<file path="src/rtl/fetch_stage_ctrl.sv">
// Fetch stage controller: owns the PC and the IF/ID register. Applies the hazard
// unit's stall/write enables, flushes on a taken branch, freezes the front end
// once an HLT has been fetched, and keeps a saturating stall-cycle counter.
module fetch_stage_ctrl #(
  parameter int              PC_W        = 16,
  parameter int              INSTR_W     = 16,
  parameter logic [PC_W-1:0] RESET_PC    = '0,
  parameter logic [INSTR_W-1:0] NOP_INSTR = '0,
  parameter logic [3:0]      HALT_OPCODE = 4'hF
) (
  input  logic               clk,
  input  logic               rst_n,
  input  logic               stall_i,
  input  logic               pc_write_i,
  input  logic               ifid_write_i,
  input  logic               branch_taken_i,
  input  logic [PC_W-1:0]    branch_target_i,
  input  logic [INSTR_W-1:0] imem_instr_i,
  output logic [PC_W-1:0]    pc_o,
  output logic [INSTR_W-1:0] ifid_instr_o,
  output logic [PC_W-1:0]    ifid_pc_plus2_o,
  output logic               ifid_valid_o,
  output logic               halted_o,
  output logic [15:0]        stall_count_o
);

  typedef enum logic [1:0] {RUN, HALT_WAIT, HALTED} state_e;

  state_e             state_q, state_d;
  logic [PC_W-1:0]    pc_q, pc_d;
  logic [INSTR_W-1:0] ifid_instr_q, ifid_instr_d;
  logic [PC_W-1:0]    ifid_pc2_q, ifid_pc2_d;
  logic               ifid_valid_q, ifid_valid_d;
  logic [15:0]        stall_cnt_q, stall_cnt_d;

  logic            pc_en, ifid_en, is_hlt;
  logic [PC_W-1:0] pc_plus2;

  assign pc_en    = pc_write_i & ~stall_i;
  assign ifid_en  = ifid_write_i & ~stall_i;
  assign is_hlt   = (imem_instr_i[INSTR_W-1 -: 4] == HALT_OPCODE);
  assign pc_plus2 = pc_q + PC_W'(2);  // wraps naturally at 2^PC_W

  // State register
  always_ff @(posedge clk or negedge rst_n) begin
    if (!rst_n) state_q <= RUN;
    else        state_q <= state_d;
  end

  // Next-state: HLT is only committed once it actually lands in IF/ID, and a
  // branch in the same cycle squashes it as wrong-path.
  always_comb begin
    state_d = state_q;
    case (state_q)
      RUN:       if (!stall_i && !branch_taken_i && is_hlt && ifid_en) state_d = HALT_WAIT;
      HALT_WAIT: if (!stall_i) state_d = HALTED;
      default:   state_d = HALTED;
    endcase
  end

  // Datapath next values per state; stall outranks everything, including branch.
  always_comb begin
    pc_d         = pc_q;
    ifid_instr_d = ifid_instr_q;
    ifid_pc2_d   = ifid_pc2_q;
    ifid_valid_d = ifid_valid_q;
    stall_cnt_d  = stall_cnt_q;
    if (stall_i && state_q != HALTED && stall_cnt_q != 16'hFFFF)
      stall_cnt_d = stall_cnt_q + 16'd1;
    case (state_q)
      RUN: begin
        if (stall_i) begin
          // hold; the branch re-resolves once the stall drops
        end else if (branch_taken_i) begin
          pc_d         = branch_target_i;
          ifid_instr_d = NOP_INSTR;
          ifid_valid_d = 1'b0;
        end else if (is_hlt) begin
          // PC parks on the HLT so nothing past it is ever fetched
          if (ifid_en) begin
            ifid_instr_d = imem_instr_i;
            ifid_pc2_d   = pc_plus2;
            ifid_valid_d = 1'b1;
          end
        end else begin
          if (pc_en) pc_d = pc_plus2;
          if (ifid_en) begin
            ifid_instr_d = imem_instr_i;
            ifid_pc2_d   = pc_plus2;
            ifid_valid_d = 1'b1;
          end
        end
      end
      HALT_WAIT: begin
        if (!stall_i) begin
          ifid_instr_d = NOP_INSTR;
          ifid_valid_d = 1'b0;
        end
      end
      default: ;
    endcase
  end

  // Datapath registers
  always_ff @(posedge clk or negedge rst_n) begin
    if (!rst_n) begin
      pc_q         <= RESET_PC;
      ifid_instr_q <= NOP_INSTR;
      ifid_pc2_q   <= '0;
      ifid_valid_q <= 1'b0;
      stall_cnt_q  <= '0;
    end else begin
      pc_q         <= pc_d;
      ifid_instr_q <= ifid_instr_d;
      ifid_pc2_q   <= ifid_pc2_d;
      ifid_valid_q <= ifid_valid_d;
      stall_cnt_q  <= stall_cnt_d;
    end
  end

  assign pc_o            = pc_q;
  assign ifid_instr_o    = ifid_instr_q;
  assign ifid_pc_plus2_o = ifid_pc2_q;
  assign ifid_valid_o    = ifid_valid_q;
  assign halted_o        = (state_q == HALTED);
  assign stall_count_o   = stall_cnt_q;

endmodule

</file>
<file path="config.mk">
export PLATFORM = sky130hd
export DESIGN_NAME = fetch_stage_ctrl
export DESIGN_NICKNAME = d
export VERILOG_FILES = /design/src/rtl/fetch_stage_ctrl.sv
export SDC_FILE = /design/constraint.sdc
export NUM_CORES = 1
export LEC_CHECK = 0
export CAP_MARGIN = 20
export CORE_ASPECT_RATIO = 0.9
export CORE_UTILIZATION = 50
export DETAILED_ROUTE_END_ITERATION = 10
export GPL_ROUTABILITY_DRIVEN = 0
export HOLD_SLACK_MARGIN = 0.05
export PLACE_DENSITY = 0.89
export SETUP_SLACK_MARGIN = 0.4
export SYNTH_ARGS = -nofsm -noshare
export SYNTH_HDL_FRONTEND = slang
export SYNTH_SLANG_ARGS = --single-unit
</file>
<file path="constraint.sdc">
create_clock -name clk -period 4.96 [get_ports clk]
set_clock_uncertainty 0.2 [all_clocks]
set_input_delay 1.488 -clock clk [delete_from_list [all_inputs] [get_ports clk]]
set_output_delay 1.488 -clock clk [all_outputs]
set_load 0.02 [all_outputs]
</file>
---- Word level (Yosys, flattened, before mapping) ----
Cells that the tools add are included.
cells by class
  $add $sub $neg .......................... 2
  eq/ne operators ......................... 10
  muxes and demuxes ....................... 16
  bitwise operators ....................... 4
  reduce and logical (&&, ||, !) cells .... 14
operators with widths
  operator                                             count
  2-to-1 mux 16 bit                                    7
  case mux 16 bit (2 select lines)                     1
  adder 16 x 1 -> 16 bit, second input constant        1
  adder 16 x 2 -> 16 bit, second input constant        1
  != test 16 bit, second input constant                1
  AND reduction 4 bit                                  3
  != test 2 bit, second input constant                 5
  logical AND 1 bit                                    5
  equality test 4 bit, second input constant           1
  2-to-1 mux 1 bit                                     4
  2-to-1 mux 2 bit                                     2
  case mux 2 bit (2 select lines)                      1
  nonzero test 2 bit                                   2
  != test 3 bit, second input constant                 1
  AND 1 bit                                            2
  equality test 2 x 1 -> 1 bit, second input constant  1
  equality test 2 bit, second input constant           1
  zero test 1 bit                                      2
  zero test 2 bit                                      1
  NOT 1 bit                                            2
  case mux 1 bit (2 select lines)                      1
  AND reduction 2 bit                                  1
word-level totals
  bits in registers ....................... 67
  input bits .............................. 38

---- Depth between registers and ports, before layout ----
  depth after elaboration ................. 6
  depth in mapped cells ................... 7

---- Worst setup path after synthesis ----
No wires, ideal clock.
  path type ............................... input to register
  from .................................... input stall_i
  to ...................................... register pc_q[13] (netlist: pc_o[13])
  library setup time ...................... 0.124 ns
  arrival ................................. 2.640 ns
  required time ........................... 4.636 ns
  setup slack ............................. 1.996 ns
  stages .................................. 5
  path buffers ............................ 2
  path through ............................ buf_2 > or4b_1 > a21boi_2 > buf_2 > a2bb2oi_1
on the way
  longest elaborated chain between the ends .. 4
ends and longest elaborated chain
  item                               RTL line  text
  start: declaration                 13        input logic stall_i,
  NOT 1 bit (no line) (*)            -
  AND 1 bit                          39        assign pc_en = pc_write_i & ~stall_i;
  nonzero test 2 bit (no line)       -
  AND reduction 4 bit (no line) (*)  -
  end signal: assignment             113       pc_q <= pc_d;
  end: declaration                   30        logic [PC_W-1:0] pc_q, pc_d;
Every way passes the cells marked *; elsewhere a longest branch is shown, timed or not.
A chain may end at the register's enable or synchronous reset.

---- Worst setup path in the final report ----
  from .................................... register state_q[0]
  to ...................................... output halted_o
on the way
  longest elaborated chain between the ends .. 1
ends and longest elaborated chain
  item                      RTL line  text
  start: declaration        29        state_e state_q, state_d;
  start signal: assignment  47        else state_q <= state_d;
  equality test 2 bit       125       assign halted_o = (state_q == HALTED);
  end: declaration          23        output logic halted_o,
No other way between the ends.

==> results.txt <==
Count of hold buffers inserted by post-cts repair -> 0
Clock Tree Buf Depth -> 2
Maximum fanout encountered on the critical timing path -> 8
Worst voltage drop across the vdd grid -> 281 uV
CTS Buf Count -> 9
Share of power burned in the clock network -> 22.8%
Yosys warning total -> 0
First-pass DRT Iterations -> 5
Time the final worst path needs with I/O delays and setup -> 3.43 ns
Power density over the cells -> 430 nW/um2
Maximum number of pins on one net before global-route repair -> 34
Resize count post-CTS -> 0
Number of register bits inferred by synthesis -> 67
Status -> complete, no violations
Commonest non-fill, non-tap cells in the layout -> sky130_fd_sc_hd__clkdlybuf4s50_1 (102), sky130_fd_sc_hd__dfrtp_1 (67), sky130_fd_sc_hd__nand2_1 (33), sky130_fd_sc_hd__o21ai_0 (20), sky130_fd_sc_hd__a22o_1 (17)
Overall via count from detail_route -> 2959
Type of the tightest min-delay check -> register to register
Maximum operating frequency -> 292 MHz
Net count after synthesis -> 356
GRT Resource Usage Total -> 25.7%
Total wire length -> 8470 um
Launching element type of the critical path -> register
Remaining antenna violation count after routing -> 0
Nature of the critical path endpoint -> primary output
Asr flop ratio synth -> 100%
GRT Residual Overflow -> 0
Count of buffers from port buffering -> 103
Average footprint of a synthesized cell -> 10.4 um2
Chip Width -> 87.4 um
Via count of the first global-routing pass -> 2679
Number of nets at the end of the flow -> 456
Total negative slack -> 0 ns
Number of library cell types mapped by synthesis -> 53
Max-cap violation count -> 0
Proportion of power drawn by flip-flops and latches -> 41.3%
Layout-stage area growth over the synthesis result -> 39.4%
Post-Syn Instances -> 316
Worst Path Required -> 3.27 ns
Switch Pwr -> 718 uW
Share of cells above drive strength 1 -> 9.03%
Clk sinks -> 67
Period utilisation layout -> 69.1%
Worst hold slack after final layout -> 0.281 ns
Clock latency of the later-clocked register in the worst-skew pair -> 0.35 ns
Initial detailed-routing violation count -> 315
Wire length per cell after detailed routing -> 16.7 um
Global-route wire length before repair -> 13400 um
Slew at the pin closest to its max-slew limit -> 0.756 ns
Antenna cells -> 0
Setup repair after global routing missed its margin -> no
Initial antenna violation count -> 0
Number of slew-limit violations in the final report -> 0
Switching share of power -> 36.5%
CTS Root Cell -> sky130_fd_sc_hd__clkbuf_8
Area of all placed cells without fillers -> 4570 um2
Clock transition at the register clock pins on the worst setup and hold paths after CTS -> 0.07 ns
Row count -> 27
Most common library cell in the layout ignoring fill and taps -> sky130_fd_sc_hd__clkdlybuf4s50_1
Average vias per placed instance -> 5.82
Share of synthesized area occupied by flip-flops and latches -> 51.1%
Most used flip-flop cell after synthesis -> sky130_fd_sc_hd__dfrtp_1
CTS tree -> built
Final Hold Viols -> 0
Number of setup violations in the final report -> 0
Core area -> 6220 um2
Number of synthesized flops with an enable pin -> 0
Drt drc -> 0
Post-CTS setup buffer count -> 0
Die Area -> 6890 um2
Critical path class -> register to primary output
Placed instance area -> 4370 um2
Worst max-slew margin expressed relative to the limit -> 49.3%
Arrival time worst endpoint -> 1.74 ns
Combinational group share of total power -> 35.9%
Power Total -> 1970 uW
Internal Power -> 1250 uW
Total standard cell area after synthesis -> 3280 um2
Die H -> 78.8 um
Dpl hpwl -> 6060 um
Leakage Power -> 0.00196 uW
Clock H-tree levels -> 3
Total I/O pin count -> 104
Initial Util -> 52.8%
## cell usage after synthesis (2+ instances only)
cell / instances / area share, %
sky130_fd_sc_hd__nor2_1: 13 / 1.5
sky130_fd_sc_hd__nor3_2: 2 / 0.61
sky130_fd_sc_hd__and3_1: 6 / 1.1
sky130_fd_sc_hd__nand4_1: 6 / 1.1
sky130_fd_sc_hd__mux2i_1: 2 / 0.61
sky130_fd_sc_hd__xnor2_1: 11 / 2.9
sky130_fd_sc_hd__clkbuf_1: 9 / 1.0
sky130_fd_sc_hd__o21ai_0: 20 / 3.1
sky130_fd_sc_hd__ha_1: 2 / 0.76
sky130_fd_sc_hd__a2bb2oi_1: 2 / 0.53
sky130_fd_sc_hd__nand3_1: 15 / 2.3
sky130_fd_sc_hd__o2bb2ai_1: 4 / 1.1
sky130_fd_sc_hd__nor4_2: 2 / 0.76
sky130_fd_sc_hd__nor3b_1: 3 / 0.69
sky130_fd_sc_hd__a22oi_1: 2 / 0.46
sky130_fd_sc_hd__inv_1: 8 / 0.92
sky130_fd_sc_hd__dfrtp_1: 67 / 51
sky130_fd_sc_hd__nor4_1: 5 / 0.95
sky130_fd_sc_hd__a21oi_1: 10 / 1.5
sky130_fd_sc_hd__nor3_1: 10 / 1.5
sky130_fd_sc_hd__a31oi_1: 4 / 0.76
sky130_fd_sc_hd__nand2_1: 33 / 3.8
sky130_fd_sc_hd__o21ai_1: 6 / 0.92
sky130_fd_sc_hd__xor2_1: 16 / 4.3
sky130_fd_sc_hd__nor4b_2: 3 / 1.4
sky130_fd_sc_hd__a22o_1: 17 / 4.5
sky130_fd_sc_hd__o22ai_1: 2 / 0.38
sky130_fd_sc_hd__o22a_1: 2 / 0.53
sky130_fd_sc_hd__buf_2: 9 / 1.4
sky130_fd_sc_hd__o21a_1: 2 / 0.46
## power groups by stage
stage               Clock [uW]  Sequential, uW  Combinational (uW)
floorplan                    0             919                 249
global placement             0             813                 686
detailed placement           0             818                 706
CTS                        454             808                 708
global route               479             829                 755
finish                     448             812                 706
## flip-flops by register name (all words and copies together), names as in the netlist
signal,cells
ifid_instr_o,16
ifid_pc_plus2_o,16
ifid_valid_o,1
pc_o,16
stall_count_o,16
state_q,2
## area by class of cell
type	count	area, um2
inverters	8	30.0
well taps	87	109
clock inverters	6	66.3
fillers	457	1640
clock buffers	10	128
multi-input cells	222	1490
repair buffers	108	1080
flip-flops and latches	67	1680
## worst max-delay path, stage by stage, from the launching register on
cell                              delay [ns]
sky130_fd_sc_hd__dfrtp_1                0.48
sky130_fd_sc_hd__nand2b_1               0.24
sky130_fd_sc_hd__inv_1                  0.08
sky130_fd_sc_hd__clkdlybuf4s50_1        0.59
## cell families after synthesis
kind of cell | count (synthesis) | synth area share [%]
AO/OA/AOI/OAI | 77 | 16.0
flip-flops | 67 | 51.1
AND/OR/NAND/NOR | 112 | 20.0
adder cells (fa/ha/maj) | 2 | 0.763
multiplexers | 4 | 1.41
XOR/XNOR | 27 | 7.21
buffers and inverters | 27 | 3.55
## per-stage QoR
step	setup WS, ns	utilization [%]	cells
detailed placement	1.33	70.3	491
global route	1.46	73.6	508
CTS	1.51	73.5	507
finish	1.53	73.6	508
global placement	1.44	70.0	490
floorplan	2.00	-	316
## metal layers
layer  GRT usage (%)  up-vias  part of all wire (%)
met2            39.7      148                    46
li1                -     1343                     -
met4            11.1        0                   2.6
met1            34.2     1447                    43
met5               0        -                     0
met3            6.65       21                   8.1
## final timing paths
check                              startpoint            endpoint  slack (ns)  cells after the start
max                                state_q[0]            halted_o        1.53                      3
min reg2reg                ifid_pc_plus2_o[8]  ifid_pc_plus2_o[8]        0.28                      2
max reg2reg                  stall_count_o[0]    stall_count_o[1]        2.73                      5
min                        ifid_pc_plus2_o[8]  ifid_pc_plus2_o[8]        0.28                      2
min in group asynchronous               rst_n  ifid_pc_plus2_o[5]        0.89                      1
max in group asynchronous               rst_n   stall_count_o[11]        3.06                      2
Power figures use the tool's default switching activity.
